==> config.mk <==
export PLATFORM = sky130hd
export DESIGN_NAME = audio_dac_serializer
export DESIGN_NICKNAME = d
export VERILOG_FILES = /design/src/rtl/audio_pkg.sv /design/src/rtl/frame_fifo.sv /design/src/rtl/audio_dac_serializer.sv
export SDC_FILE = /design/constraint.sdc
export NUM_CORES = 1
export LEC_CHECK = 0
export ABC_AREA = 1
export CORE_MARGIN = 5
export CORE_UTILIZATION = 40
export DETAILED_ROUTE_END_ITERATION = 8
export SETUP_SLACK_MARGIN = 0.05
export SYNTH_ARGS = -nofsm -noshare
export SYNTH_HDL_FRONTEND = slang
export SYNTH_HIERARCHICAL = 1
export SYNTH_SLANG_ARGS = --single-unit
export TNS_END_PERCENT = 10
==> constraint.sdc <==
create_clock -name CLOCK_50 -period 6.1 [get_ports CLOCK_50]
set_input_delay 1.22 -clock CLOCK_50 [delete_from_list [all_inputs] [get_ports CLOCK_50]]
set_output_delay 1.22 -clock CLOCK_50 [all_outputs]
set_load 0.05 [all_outputs]
==> src/rtl/audio_pkg.sv <==
// Shared constants and FSM state type for the audio DAC serializer slice.
package audio_pkg;

  localparam int unsigned AUDIO_DATA_WIDTH = 24;

  typedef enum logic [1:0] {
    WAIT_SYNC = 2'd0,
    LEFT      = 2'd1,
    RIGHT     = 2'd2
  } dac_state_e;

endpackage

==> src/rtl/frame_fifo.sv <==
// Synchronous stereo-frame FIFO; head entry is visible on rdata while not empty.
module frame_fifo #(
  parameter int unsigned WIDTH = 48,
  parameter int unsigned DEPTH = 4,
  localparam int unsigned AW = $clog2(DEPTH),
  localparam int unsigned CW = AW + 1
) (
  input  logic             clk,
  input  logic             reset,
  input  logic             push,
  input  logic [WIDTH-1:0] wdata,
  input  logic             pop,
  output logic [WIDTH-1:0] rdata,
  output logic             full,
  output logic             empty,
  output logic [CW-1:0]    count
);

  logic [WIDTH-1:0] mem_q [DEPTH];
  logic [AW-1:0]    wr_ptr_q, wr_ptr_d;
  logic [AW-1:0]    rd_ptr_q, rd_ptr_d;
  logic [CW-1:0]    count_q, count_d;
  logic             do_push, do_pop;

  always_comb begin
    full     = (count_q == CW'(DEPTH));
    empty    = (count_q == '0);
    do_push  = push && !full;
    do_pop   = pop && !empty;
    // Power-of-two depth lets the pointers wrap by natural overflow.
    wr_ptr_d = wr_ptr_q + AW'(do_push);
    rd_ptr_d = rd_ptr_q + AW'(do_pop);
    count_d  = count_q + CW'(do_push) - CW'(do_pop);
    rdata    = mem_q[rd_ptr_q];
    count    = count_q;
  end

  always_ff @(posedge clk) begin
    if (reset) begin
      wr_ptr_q <= '0;
      rd_ptr_q <= '0;
      count_q  <= '0;
    end else begin
      wr_ptr_q <= wr_ptr_d;
      rd_ptr_q <= rd_ptr_d;
      count_q  <= count_d;
    end
  end

  always_ff @(posedge clk) begin
    if (do_push) mem_q[wr_ptr_q] <= wdata;
  end

endmodule

==> src/rtl/audio_dac_serializer.sv <==
// Left-justified serial DAC output from a stereo frame FIFO, driven by
// codec BCLK/DACLRCK sampled into the CLOCK_50 domain.
module audio_dac_serializer
  import audio_pkg::*;
#(
  parameter int unsigned DATA_WIDTH = AUDIO_DATA_WIDTH,
  parameter int unsigned DEPTH      = 4
) (
  input  logic                  CLOCK_50,
  input  logic                  reset,
  input  logic                  write,
  input  logic [DATA_WIDTH-1:0] writedata_left,
  input  logic [DATA_WIDTH-1:0] writedata_right,
  output logic                  write_ready,
  input  logic                  AUD_BCLK,
  input  logic                  AUD_DACLRCK,
  output logic                  AUD_DACDAT,
  output logic                  underrun
);

  localparam int unsigned CW = $clog2(DEPTH) + 1;
  localparam int unsigned BW = $clog2(DATA_WIDTH + 1);

  logic [1:0]              bclk_sync_q, bclk_sync_d, lrck_sync_q, lrck_sync_d;
  logic                    bclk_prev_q, bclk_prev_d, lrck_prev_q, lrck_prev_d;
  logic [1:0]              prime_q, prime_d;
  dac_state_e              state_q, state_d;
  logic [DATA_WIDTH-1:0]   shift_q, shift_d, held_right_q, held_right_d;
  logic [BW-1:0]           bit_cnt_q, bit_cnt_d;
  logic                    dacdat_q, dacdat_d, underrun_q, underrun_d;
  logic                    write_ready_q, write_ready_d;

  logic                    edges_valid, lrck_rise, lrck_fall, bclk_fall;
  logic                    push, pop;
  logic [2*DATA_WIDTH-1:0] fifo_rdata;
  logic                    fifo_full, fifo_empty;
  logic [CW-1:0]           fifo_count, occ_next;

  frame_fifo #(
    .WIDTH(2 * DATA_WIDTH),
    .DEPTH(DEPTH)
  ) u_fifo (
    .clk  (CLOCK_50),
    .reset(reset),
    .push (push),
    .wdata({writedata_left, writedata_right}),
    .pop  (pop),
    .rdata(fifo_rdata),
    .full (fifo_full),
    .empty(fifo_empty),
    .count(fifo_count)
  );

  always_comb begin
    bclk_sync_d   = {bclk_sync_q[0], AUD_BCLK};
    lrck_sync_d   = {lrck_sync_q[0], AUD_DACLRCK};
    bclk_prev_d   = bclk_sync_q[1];
    lrck_prev_d   = lrck_sync_q[1];
    prime_d       = (prime_q == 2'd3) ? prime_q : prime_q + 2'd1;
    // Edges are masked until sync and prev hold real samples, so a line
    // already high at reset release is not mistaken for a rising edge.
    edges_valid   = (prime_q == 2'd3);
    lrck_rise     = edges_valid &&  lrck_sync_q[1] && !lrck_prev_q;
    lrck_fall     = edges_valid && !lrck_sync_q[1] &&  lrck_prev_q;
    bclk_fall     = edges_valid && !bclk_sync_q[1] &&  bclk_prev_q;

    push          = write && write_ready_q && !fifo_full;
    pop           = lrck_rise;
    occ_next      = fifo_count + CW'(push) - CW'(pop && !fifo_empty);
    write_ready_d = (occ_next < CW'(DEPTH));

    state_d       = state_q;
    shift_d       = shift_q;
    held_right_d  = held_right_q;
    bit_cnt_d     = bit_cnt_q;
    dacdat_d      = dacdat_q;
    underrun_d    = 1'b0;

    if (lrck_rise) begin
      state_d = LEFT;
      if (fifo_empty) begin
        shift_d      = '0;
        held_right_d = '0;
        underrun_d   = 1'b1;
      end else begin
        shift_d      = fifo_rdata[2*DATA_WIDTH-1:DATA_WIDTH];
        held_right_d = fifo_rdata[DATA_WIDTH-1:0];
      end
      dacdat_d  = shift_d[DATA_WIDTH-1];
      bit_cnt_d = BW'(1);
    end else if (lrck_fall && state_q != WAIT_SYNC) begin
      state_d   = RIGHT;
      shift_d   = held_right_q;
      dacdat_d  = held_right_q[DATA_WIDTH-1];
      bit_cnt_d = BW'(1);
    end else if (bclk_fall && state_q != WAIT_SYNC) begin
      shift_d = shift_q << 1;
      if (bit_cnt_q < BW'(DATA_WIDTH)) begin
        dacdat_d  = shift_q[DATA_WIDTH-2];
        bit_cnt_d = bit_cnt_q + BW'(1);
      end else begin
        dacdat_d  = 1'b0;
      end
    end
  end

  always_ff @(posedge CLOCK_50) begin
    if (reset) begin
      bclk_sync_q   <= '0;
      lrck_sync_q   <= '0;
      bclk_prev_q   <= 1'b0;
      lrck_prev_q   <= 1'b0;
      prime_q       <= '0;
      state_q       <= WAIT_SYNC;
      shift_q       <= '0;
      held_right_q  <= '0;
      bit_cnt_q     <= '0;
      dacdat_q      <= 1'b0;
      underrun_q    <= 1'b0;
      write_ready_q <= 1'b0;
    end else begin
      bclk_sync_q   <= bclk_sync_d;
      lrck_sync_q   <= lrck_sync_d;
      bclk_prev_q   <= bclk_prev_d;
      lrck_prev_q   <= lrck_prev_d;
      prime_q       <= prime_d;
      state_q       <= state_d;
      shift_q       <= shift_d;
      held_right_q  <= held_right_d;
      bit_cnt_q     <= bit_cnt_d;
      dacdat_q      <= dacdat_d;
      underrun_q    <= underrun_d;
      write_ready_q <= write_ready_d;
    end
  end

  assign write_ready = write_ready_q;
  assign AUD_DACDAT  = dacdat_q;
  assign underrun    = underrun_q;

endmodule

==> results of run 1 <==
[cells by family after synthesis]
family | share of synthesized area
simple gates | 0.128
flops | 0.691
fa+ha+maj | 0.00911
buf+inv | 0.0529
compound gates | 0.114
xor+xnor | 0.00504
[power by group]
group / switching, mW / internal (mW)
Sequential: 0.0230 / 2.01
Clock: 0.687 / 1.22
Combinational: 0.147 / 0.0763
Total: 0.857 / 3.30
[worst paths after layout]
kind	start	endpoint	cells past startpoint
worst min-delay path	lrck_sync_q[0]$_SDFF_PP0_	lrck_sync_q[1]$_SDFF_PP0_	2
worst max register to register	prime_q[0]$_SDFFE_PP0P_	u_fifo/count[2]$_SDFF_PP0_	10
worst min register to register	lrck_sync_q[0]$_SDFF_PP0_	lrck_sync_q[1]$_SDFF_PP0_	2
worst max-delay path	reset	held_right_q[0]$_SDFFE_PP0P_	5
[per-stage QoR]
| step | std cells | power [mW] | setup WS (ns) |
|---|---|---|---|
| floorplan | 936 | 2.19 | 0.779 |
| global placement | 1284 | 2.29 | 2.55 |
| detailed placement | 1284 | 2.30 | 2.52 |
| CTS | 1336 | 4.21 | 3.10 |
| global route | 1336 | 4.31 | 2.82 |
| finish | 1336 | 4.16 | 3.07 |
[synth_stat cells, types with 2 or more instances]
master    instances  share of area
dfxtp_1          72           0.14
xnor2_1           3         0.0025
inv_2             3         0.0011
clkbuf_2          4         0.0019
edfxtp_1        192           0.55
inv_1            53          0.019
nor2_1          196          0.071
o22ai_1          48          0.029
a21oi_1          18         0.0086
o21ai_0         132          0.063
buf_1             3         0.0011
nand3_1          30          0.014
nor3_1            4         0.0019
buf_4             7         0.0050
nand2_1          81          0.029
nor2_2            2         0.0012
nand3_4           2         0.0034
ha_1              6         0.0072
xor2_1            3         0.0025
clkbuf_1         10         0.0036
buf_6            11          0.012
nand3_2           2         0.0019
nor2_4            2         0.0022
o21ai_1          25          0.012
buf_2            18         0.0086
[layout make-up]
class / count / area share
Multi-Input combinational cell: 562 / 0.221
Sequential cell: 264 / 0.589
Inverter: 57 / 0.0177
Clock buffer: 33 / 0.0613
Tap cell: 335 / 0.0343
Timing Repair Buffer: 66 / 0.0517
Clock inverter: 19 / 0.0254
[flip-flops by register name, indices dropped and copies added (netlist names)]
register and count:
u_fifo/wr_ptr_q 2, bclk_sync_q 2, lrck_sync_q 2, underrun 1, lrck_prev_q 1, shift_q 23, u_fifo/mem_q 192, write_ready 1
u_fifo/count 3, state_q 2, held_right_q 24, bclk_prev_q 1, prime_q 2, bit_cnt_q 5, AUD_DACDAT 1, u_fifo/rd_ptr_q 2
[metal layers]
layer  up-vias  global-route usage
met5         -                   0
met4         0              0.0417
met3        37              0.0239
met2       116               0.251
met1      3160               0.203
li1       3341                   -
[worst reg2reg max path, cell delays in order, from the launching register on]
cell and delay [ns]:
dfxtp_1 0.35, ha_1 0.27, nand3_2 0.32, inv_2 0.23
nand2_1 0.09, nand2_1 0.07, nand2_1 0.06, ha_1 0.19
fa_1 0.38, xor2_1 0.17, nor2_1 0.05
==> flow_summary.ini, run 1 <==
[run_status]
outcome = finished clean

[yosys]
synth.avg_cell_area_um2 = 11.1
seq_area_frac_synth = 0.691
synth_edf_count = 192
synth_area_um2 = 10400
ys_ff_latch = 264
synthArstFlopShare = 0
synthFlopType = edfxtp_1
yosys_warnings = 6
syn_inst = 936
synth_fp_nets = 996
ys_types = 34

[power_and_ir_drop]
p_per_area_nw_per_um2 = 340
leakagePower_nw = 4.33
irDropWorstVdd_uv = 250

[worst_setup_path]
critical-path-slowest-cell = clkdlybuf4s50_1
path_delay_family = buffers and inverters
startpoint_type = input pin
crit_fanout = 48
worstSetupEndpointType = register
timing_worst_setup_path_type = in -> reg
required_ns = 6.55
crit_path_cell_trace = clkdlybuf4s50_1 -> inv_1 -> buf_4 -> nand2_1 -> o21ai_0
r2r_slack_ns = 3.78
cp_num_buf_inv = 3
max_stage_delay_ns = 0.84
cp.arrival_ns = 3.47

[clock_tree]
clk_pin_slew_worst_paths_ns = 0.06
htree_levels = 1
cts_tree = built
cts_setup_buffers = 0
clock-root-buffer = clkbuf_16
cts_buffer_depth = 3
cts.sinks = 264
numCtsBuffers = 28
clk-insertion-delay-late_ns = 0.55
cts_hold_buf = 0
ctsResizeCount = 0

[drt]
met2_length_um = 10600
num_vias = 6654
drc = 0
drt_iter0_drc = 401
route.met3.wl_um = 927
top_layer = met4
dr.pass1.iters = 4
viasPerCell = 4.98
postRouteAntennaNets = 0
wl_um = 22200
met1_length_um = 10100
route.detailed.wl_per_inst_um = 16.6

[sta]
setup_violations = 0
finalHoldViolations = 0
grt_setup_unrepaired = no
whs_ns = 0.409
fmax_mhz = 330
tns_ns = 0
slew_headroom = 0.367
layout_min_cycle_time_ns = 3.03
slew_violations = 0
tightest_slew_ns = 0.950
finClkSkew_ns = 0.0244
post-route-period-util = 0.496

[final_layout]
layout_common_cells = nor2_1 (196), edfxtp_1 (192), o21ai_0 (132)
multi_input_area_um2 = 2700
drive_gt1_frac = 0.0789
fin_util = 0.474
antenna_cells = 0
final_area_um2 = 12200
ff_latch_area_um2 = 7210
syn2layout_area_growth_pct = 17.3
nNetsFinal = 1039
nFillCells = 2349
final_common_cell = nor2_1

[floorplan]
die_y_um = 171
row_count = 59
ioPinCount = 56
fp.dieArea_um2 = 29400
initial_core_util = 0.404
fp.dieW_um = 171
core_um2 = 25800

[place]
placed_cell_area_um2 = 11200
io_buffer_count = 55
gp_congestion = 0.784
place_hpwl_um = 12600

[global_routing]
grt_start_max_net_pins = 98
grt-ovfl-total = 0
grt_pass1_vias = 6326
grt_pass1_wl_um = 34700
antenna_found_initial = 0
groute.usage.overall = 0.150

[run]
cap_violations = 0

[min_path]
hold_path.class = reg -> reg
No activity file was read; power rests on OpenSTA's default activity.
==> inputs of run 2 (changes only) <==
==> constraint.sdc (replaced) <==
create_clock -name CLOCK_50 -period 3.1 [get_ports CLOCK_50]
set_input_delay 0.62 -clock CLOCK_50 [delete_from_list [all_inputs] [get_ports CLOCK_50]]
set_output_delay 0.62 -clock CLOCK_50 [all_outputs]
set_load 0.05 [all_outputs]
==> flow_summary.ini, run 2 (synthesis gave the netlist of run 1 again) <==
[run_status]
outcome = finished clean

[clock_tree]
clk_pin_slew_worst_paths_ns = 0.06
clk-insertion-delay-late_ns = 0.54
cts_hold_buf = 0
clock-root-buffer = clkbuf_16
htree_levels = 1
cts_tree = built
cts_buffer_depth = 3
ctsResizeCount = 0
cts_setup_buffers = 0
cts.sinks = 264
numCtsBuffers = 28

[place]
placed_cell_area_um2 = 11300
dp.cells = 1292
place_hpwl_um = 13100
gp_congestion = 0.748
pre_cts_ws_ns = 0.460
io_buffer_count = 55

[sta]
layout_min_cycle_time_ns = 2.34
setup_violations = 0
slew_violations = 0
tightest_slew_ns = 1.01
slew_headroom = 0.328
finalHoldViolations = 0
finClkSkew_ns = 0.0214
fmax_mhz = 427
post-route-period-util = 0.755
setup_slack_ns = 0.759
grt_setup_unrepaired = no

[worst_setup_path]
path_delay_family = buffers and inverters
crit_end = AUD_DACDAT
r2r_end = u_fifo/count[2]$_SDFF_PP0_
required_ns = 2.48
startpoint_type = register
cp.arrival_ns = 1.72
timing_worst_setup_path_type = reg -> out
startpoint = AUD_DACDAT$_SDFFE_PP0P_
r2r_cells = 10
worstSetupEndpointType = output pin
cp_num_buf_inv = 1
crit_fanout = 2
crit_path_cell_trace = clkdlybuf4s50_1
max_stage_delay_ns = 0.82
cp.depth = 1
critical-path-slowest-cell = clkdlybuf4s50_1
timing.rr.start = prime_q[0]$_SDFFE_PP0P_
r2r_slack_ns = 0.84

[final_layout]
ff_latch_area_um2 = 7210
largest_reg_flops = 192
nFillCells = 2341
largestRegisters = u_fifo/mem_q x192, held_right_q x24, shift_q x23
syn2layout_area_growth_pct = 17.3
final_common_cell = nor2_1
multi_input_area_um2 = 2720
antenna_cells = 0
final_area_um2 = 12200
largest-register = u_fifo/mem_q
nNetsFinal = 1047
layout_common_cells = nor2_1 (196), edfxtp_1 (192), o21ai_0 (132)
finalNonFillerCells = 1344
drive_gt1_frac = 0.0773

[drt]
viasPerCell = 5.03
postRouteAntennaNets = 0
dr.pass1.iters = 5
wl_um = 22100
num_vias = 6756
route.detailed.wl_per_inst_um = 16.4
drt_iter0_drc = 471
drc = 0

[global_routing]
grt_pass1_wl_um = 35400
groute.usage.overall = 0.152
grt_pass1_vias = 6464
antenna_found_initial = 0
grt_start_max_net_pins = 99
grt-ovfl-total = 0

[run]
cap_violations = 0

[power_and_ir_drop]
irDropWorstVdd_uv = 512
leakagePower_nw = 4.33
p_per_area_nw_per_um2 = 641

[floorplan]
ioPinCount = 56
row_count = 59
initial_core_util = 0.404
die_y_um = 171
fp.dieArea_um2 = 29400
core_um2 = 25800
fp.dieW_um = 171

[min_path]
hold_path.class = reg -> reg
[run 2: where the power goes]
part	total [mW]	internal (mW)	switching [mW]
Combinational	0.459	0.165	0.294
Clock	3.39	2.09	1.30
Sequential	4.00	3.95	0.0478
Total	7.85	6.21	1.64
[run 2: area by class of cell]
type,count,share of cell area
repair buffers,74,0.0587
flip-flops and latches,264,0.589
clock inverters,13,0.0139
well taps,335,0.0342
clock buffers,39,0.0640
multi-input cells,562,0.223
inverters,57,0.0177
[run 2: routing by layer]
layer / vias up / share of wire / track usage
met2: 135 / 0.48 / 0.251
met5: - / 0 / 0
met1: 3227 / 0.46 / 0.214
met3: 32 / 0.044 / 0.0246
met4: 0 / 0.018 / 0.0310
li1: 3362 / - / -
[run 2: worst min path at each step]
stage / start / endpoint / slack, ns / cells past startpoint
2_1_floorplan: bclk_sync_q[0]$_SDFF_PP0_ / bclk_sync_q[1]$_SDFF_PP0_ / 0.39 / 2
3_3_place_gp: bclk_sync_q[0]$_SDFF_PP0_ / bclk_sync_q[1]$_SDFF_PP0_ / 0.40 / 2
3_5_place_dp: lrck_sync_q[0]$_SDFF_PP0_ / lrck_sync_q[1]$_SDFF_PP0_ / 0.40 / 2
4_1_cts: bclk_sync_q[0]$_SDFF_PP0_ / bclk_sync_q[1]$_SDFF_PP0_ / 0.41 / 2
5_1_grt: bclk_sync_q[0]$_SDFF_PP0_ / bclk_sync_q[1]$_SDFF_PP0_ / 0.43 / 2
6_report: bclk_sync_q[0]$_SDFF_PP0_ / bclk_sync_q[1]$_SDFF_PP0_ / 0.40 / 2
[run 2: per-stage QoR]
step | setup TNS (ns) | util | power, mW | hold WS [ns]
3_3_place_gp | 0 | 0.437 | 4.54 | 0.403
3_5_place_dp | 0 | 0.437 | 4.54 | 0.402
2_1_floorplan | -39.39 | - | 4.31 | 0.388
4_1_cts | 0 | 0.474 | 7.94 | 0.410
5_1_grt | 0 | 0.474 | 8.13 | 0.431
6_report | 0 | 0.474 | 7.85 | 0.405
